<file path="config.mk">
export PLATFORM = sky130hd
export DESIGN_NAME = fir_mac_seq
export DESIGN_NICKNAME = d
export VERILOG_FILES = /design/src/rtl/fir_pkg.sv /design/src/rtl/fir_sat_conv.sv /design/src/rtl/fir_mac_seq.sv
export SDC_FILE = /design/constraint.sdc
export NUM_CORES = 1
export LEC_CHECK = 0
export CAP_MARGIN = 20
export CELL_PAD_IN_SITES_DETAIL_PLACEMENT = 1
export CELL_PAD_IN_SITES_GLOBAL_PLACEMENT = 2
export CORE_ASPECT_RATIO = 2
export CORE_UTILIZATION = 46
export DETAILED_ROUTE_END_ITERATION = 10
export HOLD_SLACK_MARGIN = 0.02
export PLACE_DENSITY_LB_ADDON = 0.1
export SLEW_MARGIN = 30
export SYNTH_ARGS = -nofsm -noshare
export SYNTH_HDL_FRONTEND = slang
export SYNTH_HIERARCHICAL = 1
export SYNTH_SLANG_ARGS = --single-unit
</file>
<file path="constraint.sdc">
create_clock -name clk -period 12.8 [get_ports clk]
set_input_delay 3.84 -clock clk [delete_from_list [all_inputs] [get_ports clk]]
set_output_delay 3.84 -clock clk [all_outputs]
set_load 0.03 [all_outputs]
</file>
<file path="src/rtl/fir_pkg.sv">
// rtl/fir_pkg.sv - shared defaults, derived widths, state type and saturation bounds for fir_mac_seq
package fir_pkg;

    localparam int TAPS_DEF = 8;
    localparam int DW_DEF   = 12;
    localparam int CW_DEF   = 8;
    localparam int OW_DEF   = 21;

    localparam int AAW_DEF  = $clog2(TAPS_DEF);
    // Full-precision product plus log2(TAPS) guard bits: the sum of TAPS products cannot overflow.
    localparam int AW_DEF   = DW_DEF + CW_DEF + AAW_DEF;

    typedef enum logic {
        IDLE = 1'b0,
        MAC  = 1'b1
    } fir_state_e;

    function automatic int sat_hi(input int ow);
        return (1 << (ow - 1)) - 1;
    endfunction

    function automatic int sat_lo(input int ow);
        return -(1 << (ow - 1));
    endfunction

    localparam int SAT_HI_DEF = sat_hi(OW_DEF);
    localparam int SAT_LO_DEF = sat_lo(OW_DEF);

endpackage

</file>
<file path="src/rtl/fir_sat_conv.sv">
// rtl/fir_sat_conv.sv - combinational AW-to-OW conversion, saturating when FIR_MAC_SAT_EN is defined, wrapping otherwise
//
// Ports:
//   sum    in  AW  signed accumulator result
//   result out OW  signed converted result
//   clip   out 1   result was clipped (only with FIR_MAC_SAT_EN)
module fir_sat_conv
    import fir_pkg::*;
#(
    parameter int AW = AW_DEF,
    parameter int OW = OW_DEF
) (
    input  logic signed [AW-1:0] sum,
    output logic signed [OW-1:0] result
`ifdef FIR_MAC_SAT_EN
    ,
    output logic                 clip
`endif
);

`ifdef FIR_MAC_SAT_EN
    localparam logic signed [AW-1:0] HI = AW'(sat_hi(OW));
    localparam logic signed [AW-1:0] LO = AW'(sat_lo(OW));

    always_comb begin
        result = OW'(sum);
        clip   = 1'b0;
        if (sum > HI) begin
            result = OW'(HI);
            clip   = 1'b1;
        end else if (sum < LO) begin
            result = OW'(LO);
            clip   = 1'b1;
        end
    end
`else
    // Wrap: keep the low OW bits, modulo 2^OW.
    assign result = OW'(sum);
`endif

endmodule

</file>
<file path="src/rtl/fir_mac_seq.sv">
// rtl/fir_mac_seq.sv - sequential one-MAC-per-cycle FIR stage (optional saturation via FIR_MAC_SAT_EN)
//
// Ports:
//   clk          in   system clock, posedge
//   GlobalReset  in   synchronous active-high reset
//   InputValid   in   sample strobe, taken only while Busy=0
//   InputSample  in   DW signed sample
//   CoefAddr     out  registered coefficient ROM address
//   CoefData     in   CW signed coefficient from async ROM
//   Busy         out  MAC sequence in progress
//   OutputValid  out  one-cycle result strobe
//   OutputData   out  OW signed result, held between strobes
//   SatFlag      out  sticky clip indicator (only with FIR_MAC_SAT_EN)
module fir_mac_seq
    import fir_pkg::*;
#(
    parameter int TAPS = TAPS_DEF,
    parameter int DW   = DW_DEF,
    parameter int CW   = CW_DEF,
    parameter int OW   = OW_DEF
) (
    input  logic                      clk,
    input  logic                      GlobalReset,
    input  logic                      InputValid,
    input  logic signed [DW-1:0]      InputSample,
    output logic [$clog2(TAPS)-1:0]   CoefAddr,
    input  logic signed [CW-1:0]      CoefData,
    output logic                      Busy,
    output logic                      OutputValid,
    output logic signed [OW-1:0]      OutputData
`ifdef FIR_MAC_SAT_EN
    ,
    output logic                      SatFlag
`endif
);

    localparam int AAW = $clog2(TAPS);
    localparam int PW  = DW + CW;
    localparam int AW  = PW + AAW;

    fir_state_e              state, state_next;
    logic signed [DW-1:0]    dline [TAPS];
    logic signed [AW-1:0]    acc;
    logic signed [PW-1:0]    prod;
    logic signed [AW-1:0]    sum;
    logic signed [OW-1:0]    conv_out;
    logic                    accept;
    logic                    last_step;
`ifdef FIR_MAC_SAT_EN
    logic                    clip;
`endif

    // Operands are sign-extended to the product width before multiplying so
    // the product is full precision.
    assign prod      = PW'(dline[CoefAddr]) * PW'(CoefData);
    assign sum       = acc + AW'(prod);
    assign accept    = (state == IDLE) && InputValid;
    assign last_step = (state == MAC) && (CoefAddr == AAW'(TAPS - 1));
    assign Busy      = (state == MAC);

    fir_sat_conv #(
        .AW (AW),
        .OW (OW)
    ) u_conv (
        .sum    (sum),
        .result (conv_out)
`ifdef FIR_MAC_SAT_EN
        ,
        .clip   (clip)
`endif
    );

    always_comb begin
        state_next = state;
        case (state)
            IDLE:    if (InputValid) state_next = MAC;
            MAC:     if (last_step) state_next = IDLE;
            default: state_next = IDLE;
        endcase
    end

    always_ff @(posedge clk) begin
        if (GlobalReset) begin
            state       <= IDLE;
            acc         <= '0;
            CoefAddr    <= '0;
            OutputData  <= '0;
            OutputValid <= 1'b0;
            for (int k = 0; k < TAPS; k++) dline[k] <= '0;
`ifdef FIR_MAC_SAT_EN
            SatFlag     <= 1'b0;
`endif
        end else begin
            state       <= state_next;
            OutputValid <= 1'b0;
            if (accept) begin
                dline[0] <= InputSample;
                for (int k = 1; k < TAPS; k++) dline[k] <= dline[k-1];
                acc      <= '0;
                CoefAddr <= '0;
            end else if (state == MAC) begin
                acc      <= sum;
                // Wraps to 0 after the last tap because TAPS is a power of two.
                CoefAddr <= CoefAddr + AAW'(1);
                if (last_step) begin
                    OutputData  <= conv_out;
                    OutputValid <= 1'b1;
`ifdef FIR_MAC_SAT_EN
                    SatFlag     <= SatFlag | clip;
`endif
                end
            end
        end
    end

endmodule

</file>
# Yosys cells after proc, flatten, opt, wreduce, memory -nomap -nowiden
# Memory sizes are Yosys's and may differ from the RTL's. A register that Yosys moved wholly into a read port is not among the register bits.
# Index checks and enable logic that the tools add are counted.
op_classes:
  multipliers: 1
  muxes: 19
  bitwise_logic: 10
  eq_ne: 1
  n_reduce_logical: 5
  add_sub_neg: 2
ops:
  columns: ["cell", "n"]
  rows:
  - ["$mux 12", 8]
  - ["$add 23x20->23", 1]
  - ["$mul 12x8->20", 1]
  - ["$mux 1", 8]
  - ["$or 1x1->1", 8]
  - ["$mux 3", 2]
  - ["$add 3x1->3 const B", 1]
  - ["$eq 3x3->1 const B", 1]
  - ["$reduce_and 3->1", 1]
  - ["$reduce_or 3->1", 1]
  - ["$logic_and 1x1->1", 2]
  - ["$not 1->1", 2]
  - ["$pmux 1 s2", 1]
  - ["$reduce_or 2->1", 1]
totals:
  mem_count: 1
  ff_bits: 49
  output_inout_bits: 26
  elab_cells: 44
  in_bits: 23
  ramBits: 96
memory_table:
  columns: ["memory", "depth", "word_bits", "rd", "rd_ports_with_merged_regs", "wr", "line_no", "source"]
  rows:
  - ["dline", 8, 12, 8, 1, 8, "fir_mac_seq.sv:42", "logic signed [DW-1:0] dline [TAPS];"]

# Depth between registers and ports, before layout
logic_depth:
  depth_word: 6
  mapped_depth: 23
  depth_no_buf: 20

# Hierarchy
# The synthesis kept the hierarchy.
by_module_without_submodules:
  columns: ["mod", "area_per_inst_um2", "cells_each", "n_inst"]
  rows:
  - ["fir_mac_seq", 10506.3, 868, 1]
  - ["fir_sat_conv", 157.7, 21, 1]

# Worst setup path before layout
# OpenSTA, ideal clock, no wires.
synth_path:
  kind: "input to register"
  startpoint: "in CoefData[0]"
  endpoint: "reg OutputData[19]"
  setup_ns: 0.117
  setup_slack_ns: 3.979
  cell_stages: 17
  path_buffers: 2
  t_arrival_ns: 8.704
  path_cell_list: "nor2b_1 > inv_1 > fa_1 > inv_1 > fa_1 > fa_1 > fa_1 > ha_1 > ha_1 > buf_2 > and3_1 > o2111ai_1 > a21oi_1 > o41ai_2 > xnor2_1 > buf_4 > a22o_1"
synth_between:
  elab_chain_cells: 2
synth_rtl:
  columns: ["item", "line_no", "source"]
  rows:
  - ["start, declared", "fir_mac_seq.sv:27", "input logic signed [CW-1:0] CoefData,"]
  - ["$mul 12x8->20", "fir_mac_seq.sv:55", "assign prod = PW'(dline[CoefAddr]) * PW'(CoefData);"]
  - ["$add 23x20->23", "fir_mac_seq.sv:56", "assign sum = acc + AW'(prod);"]
  - ["via sum[19]", "fir_mac_seq.sv:45", "logic signed [AW-1:0] sum;"]
  - ["end signal, assigned", "fir_mac_seq.sv:106", "OutputData <= conv_out;"]
  - ["end, declared", "fir_mac_seq.sv:30", "output logic signed [OW-1:0] OutputData"]
# The timed path passes the listed nets, and every way through them passes these cells.
# A chain may end at the register's enable or synchronous reset.

# Worst setup path after layout
# Ends and elaborated chain as after synthesis.

==> impl_metrics.tcl <==
set metrics [dict create \
    cts-hold-fix-buffers 0 \
    crit_path_end "OutputData[19]" \
    syn_area_um2 10200 \
    final_max_slew_viol_count 0 \
    ff_latch_area_um2 3890 \
    global_routing_usage_on_met2 0.393 \
    cts_tree "yes" \
    clock_latency_ns 0.45 \
    global_route.usage.met3 0.0421 \
    timing.critical_path.from_type "primary input" \
    final_cell_mix "sky130_fd_sc_hd__fa_1 (108), sky130_fd_sc_hd__inv_1 (98), sky130_fd_sc_hd__edfxtp_1 (96)" \
    avgRoutedWirePerCell_um 19.4 \
    dieWidth_um 108 \
    timing.critical_path.from "CoefData[0]" \
    postRouteAntennaNets 0 \
    gr-max-usage-layer "met2" \
    worstPathMaxFanout 12 \
    crit-reg2reg-capture "OutputData[19]" \
    grt_overflow_total 0 \
    final_layout_size_suffix_gt1_frac 0.0827 \
    grt_max_degree 86 \
    worst_clock_skew_ns 0.00939 \
    worst_case_reg_to_reg_path_depth 18 \
    setup_viol 0 \
    rows 76 \
    die_h_um 213 \
    fin_crit_sh 0.697 \
    post_drt_via_cell_ratio 5.28 \
    cts_root_buffer "sky130_fd_sc_hd__clkbuf_16" \
    timing_worst_setup_path_type "in2reg" \
    timing.setup.tns_ns 0 \
    io_pins 49 \
    cts.path.max_buffers 2 \
    timing.max_cap.violations 0 \
    worst_slack_ns 3.88 \
    static-leakage-power_nw 4.85 \
    globalRouteMet1Util 0.239 \
    vias 6042 \
    fp.dieArea_um2 22900 \
    syn-mean-instance-area_um2 12.2 \
    num-fill-cells 2196 \
    postSynthCellCount 840 \
    cts_htree_levels 4 \
    detailedRoute.firstPassIterationCount 4 \
    clock_pin_slew_on_the_worst_setup_and_hold_paths_ns 0.06 \
    grt_usage 0.219 \
    drt-total-wl_mm 22.1 \
    multi_input_comb_area_um2 5700 \
    cts.repair_timing.setup_buffer_count 0 \
    min_from "OutputData[18]" \
    nNetsFinal 1039 \
    worst-endpoint-required_ns 13.14 \
    fin_crit_ns 8.92 \
    antenna_found_initial 0 \
    syn_nets 1021 \
    global_route_wire_length_before_repair_mm 36.9 \
    finish.utilization 0.531 \
    drt-initial-drc-count 163 \
    cts_repair_resize_count 0 \
    place.detailed.hpwl_mm 17.2 \
    clock-sinks 146 \
    worstHoldPathType "reg2reg" \
    power.density_cell_area_nw_per_um2 202 \
    core_region_area_um2 21700 \
    max_freq_mhz 112 \
    via_count_of_the_first_global_routing_pass 6965 \
    layout_commonest_cell "sky130_fd_sc_hd__fa_1" \
    drcViolationCount 0 \
    crit_arrival_ns 9.27 \
    hold_viol 0 \
    worst_voltage_drop_across_the_vdd_grid_v 0.000116 \
    run_status "completed" \
    quantity_of_i_o_buffers_inserted_on_ports 48 \
    synthesis.yosys.warnings 6 \
    area.growth.synth_to_final_pct 12.4 \
    rsz_0062_raised_after_global_routing "false" \
    cts_buffers 17 \
    timing.max_slew.rel_slack 0.311 \
    diodes_inserted 0 \
    tightestPinTransition_ns 1.01 \
    placement.setup.worst_slack_ns 3.14 \
    critPathCaptureType "register" \
    finalWeightedCongestion 0.794 \
    starting_utilization_of_the_core_area 0.472 \
    reg2reg_slack_ns 6.32 \
]
[critical path, cell delays in order]
cell and delay [ns]:
sky130_fd_sc_hd__clkdlybuf4s50_1 0.84, sky130_fd_sc_hd__nor2b_1 0.20, sky130_fd_sc_hd__buf_4 0.25, sky130_fd_sc_hd__inv_1 0.09
sky130_fd_sc_hd__fa_1 0.49, sky130_fd_sc_hd__inv_1 0.06, sky130_fd_sc_hd__fa_1 0.48, sky130_fd_sc_hd__fa_1 0.58
sky130_fd_sc_hd__fa_1 0.42, sky130_fd_sc_hd__ha_1 0.29, sky130_fd_sc_hd__ha_1 0.46, sky130_fd_sc_hd__and3_1 0.24
sky130_fd_sc_hd__o2111ai_1 0.17, sky130_fd_sc_hd__a21oi_1 0.37, sky130_fd_sc_hd__o41ai_2 0.13, sky130_fd_sc_hd__xnor2_1 0.15
sky130_fd_sc_hd__a22o_1 0.20
[routing by layer]
metal | vias to the layer above | wire length, um
met1 | 3125 | 8500
met4 | 0 | 890
met3 | 44 | 596
met5 | - | 0
li1 | 2779 | -
met2 | 94 | 12200
[stage by stage]
step / hold WS (ns) / instances / cell area [um^2] / total power (W)
floorplan: 0.460 / 840 / 10200 / 0.00170
global placement: 0.460 / 1111 / 10800 / 0.00173
detailed placement: 0.467 / 1112 / 10900 / 0.00177
CTS: 0.486 / 1144 / 11500 / 0.00235
global route: 0.498 / 1144 / 11500 / 0.00252
finish: 0.478 / 1144 / 11500 / 0.00232
[state kept, by name, indices dropped and copies added, names as in the netlist, named ones only]
register and cells:
OutputData 21, acc 21, CoefAddr 3, OutputValid 1, dline 96, Busy 1
[final cells by class]
type,count,area share
Clock buffer,20,0.0380
Clock inverter,12,0.0177
Inverter,98,0.0320
Multi-Input combinational cell,539,0.496
Sequential cell,146,0.338
Tap cell,273,0.0297
Timing Repair Buffer,56,0.0490
[how the worst min path moves through the flow]
stage,end,cells after the start,slack [ns]
2_1_floorplan,acc[10],2,0.46
5_1_grt,OutputData[20],1,0.50
3_3_place_gp,OutputData[0],1,0.46
3_5_place_dp,OutputData[4],1,0.47
6_report,OutputData[18],1,0.48
4_1_cts,OutputData[13],1,0.49
[where the power goes]
part,switching (W),internal (W)
Clock,0.000208,0.000347
Sequential,0.0000230,0.000542
Combinational,0.000698,0.000506
Power figures use the tool's default switching activity.
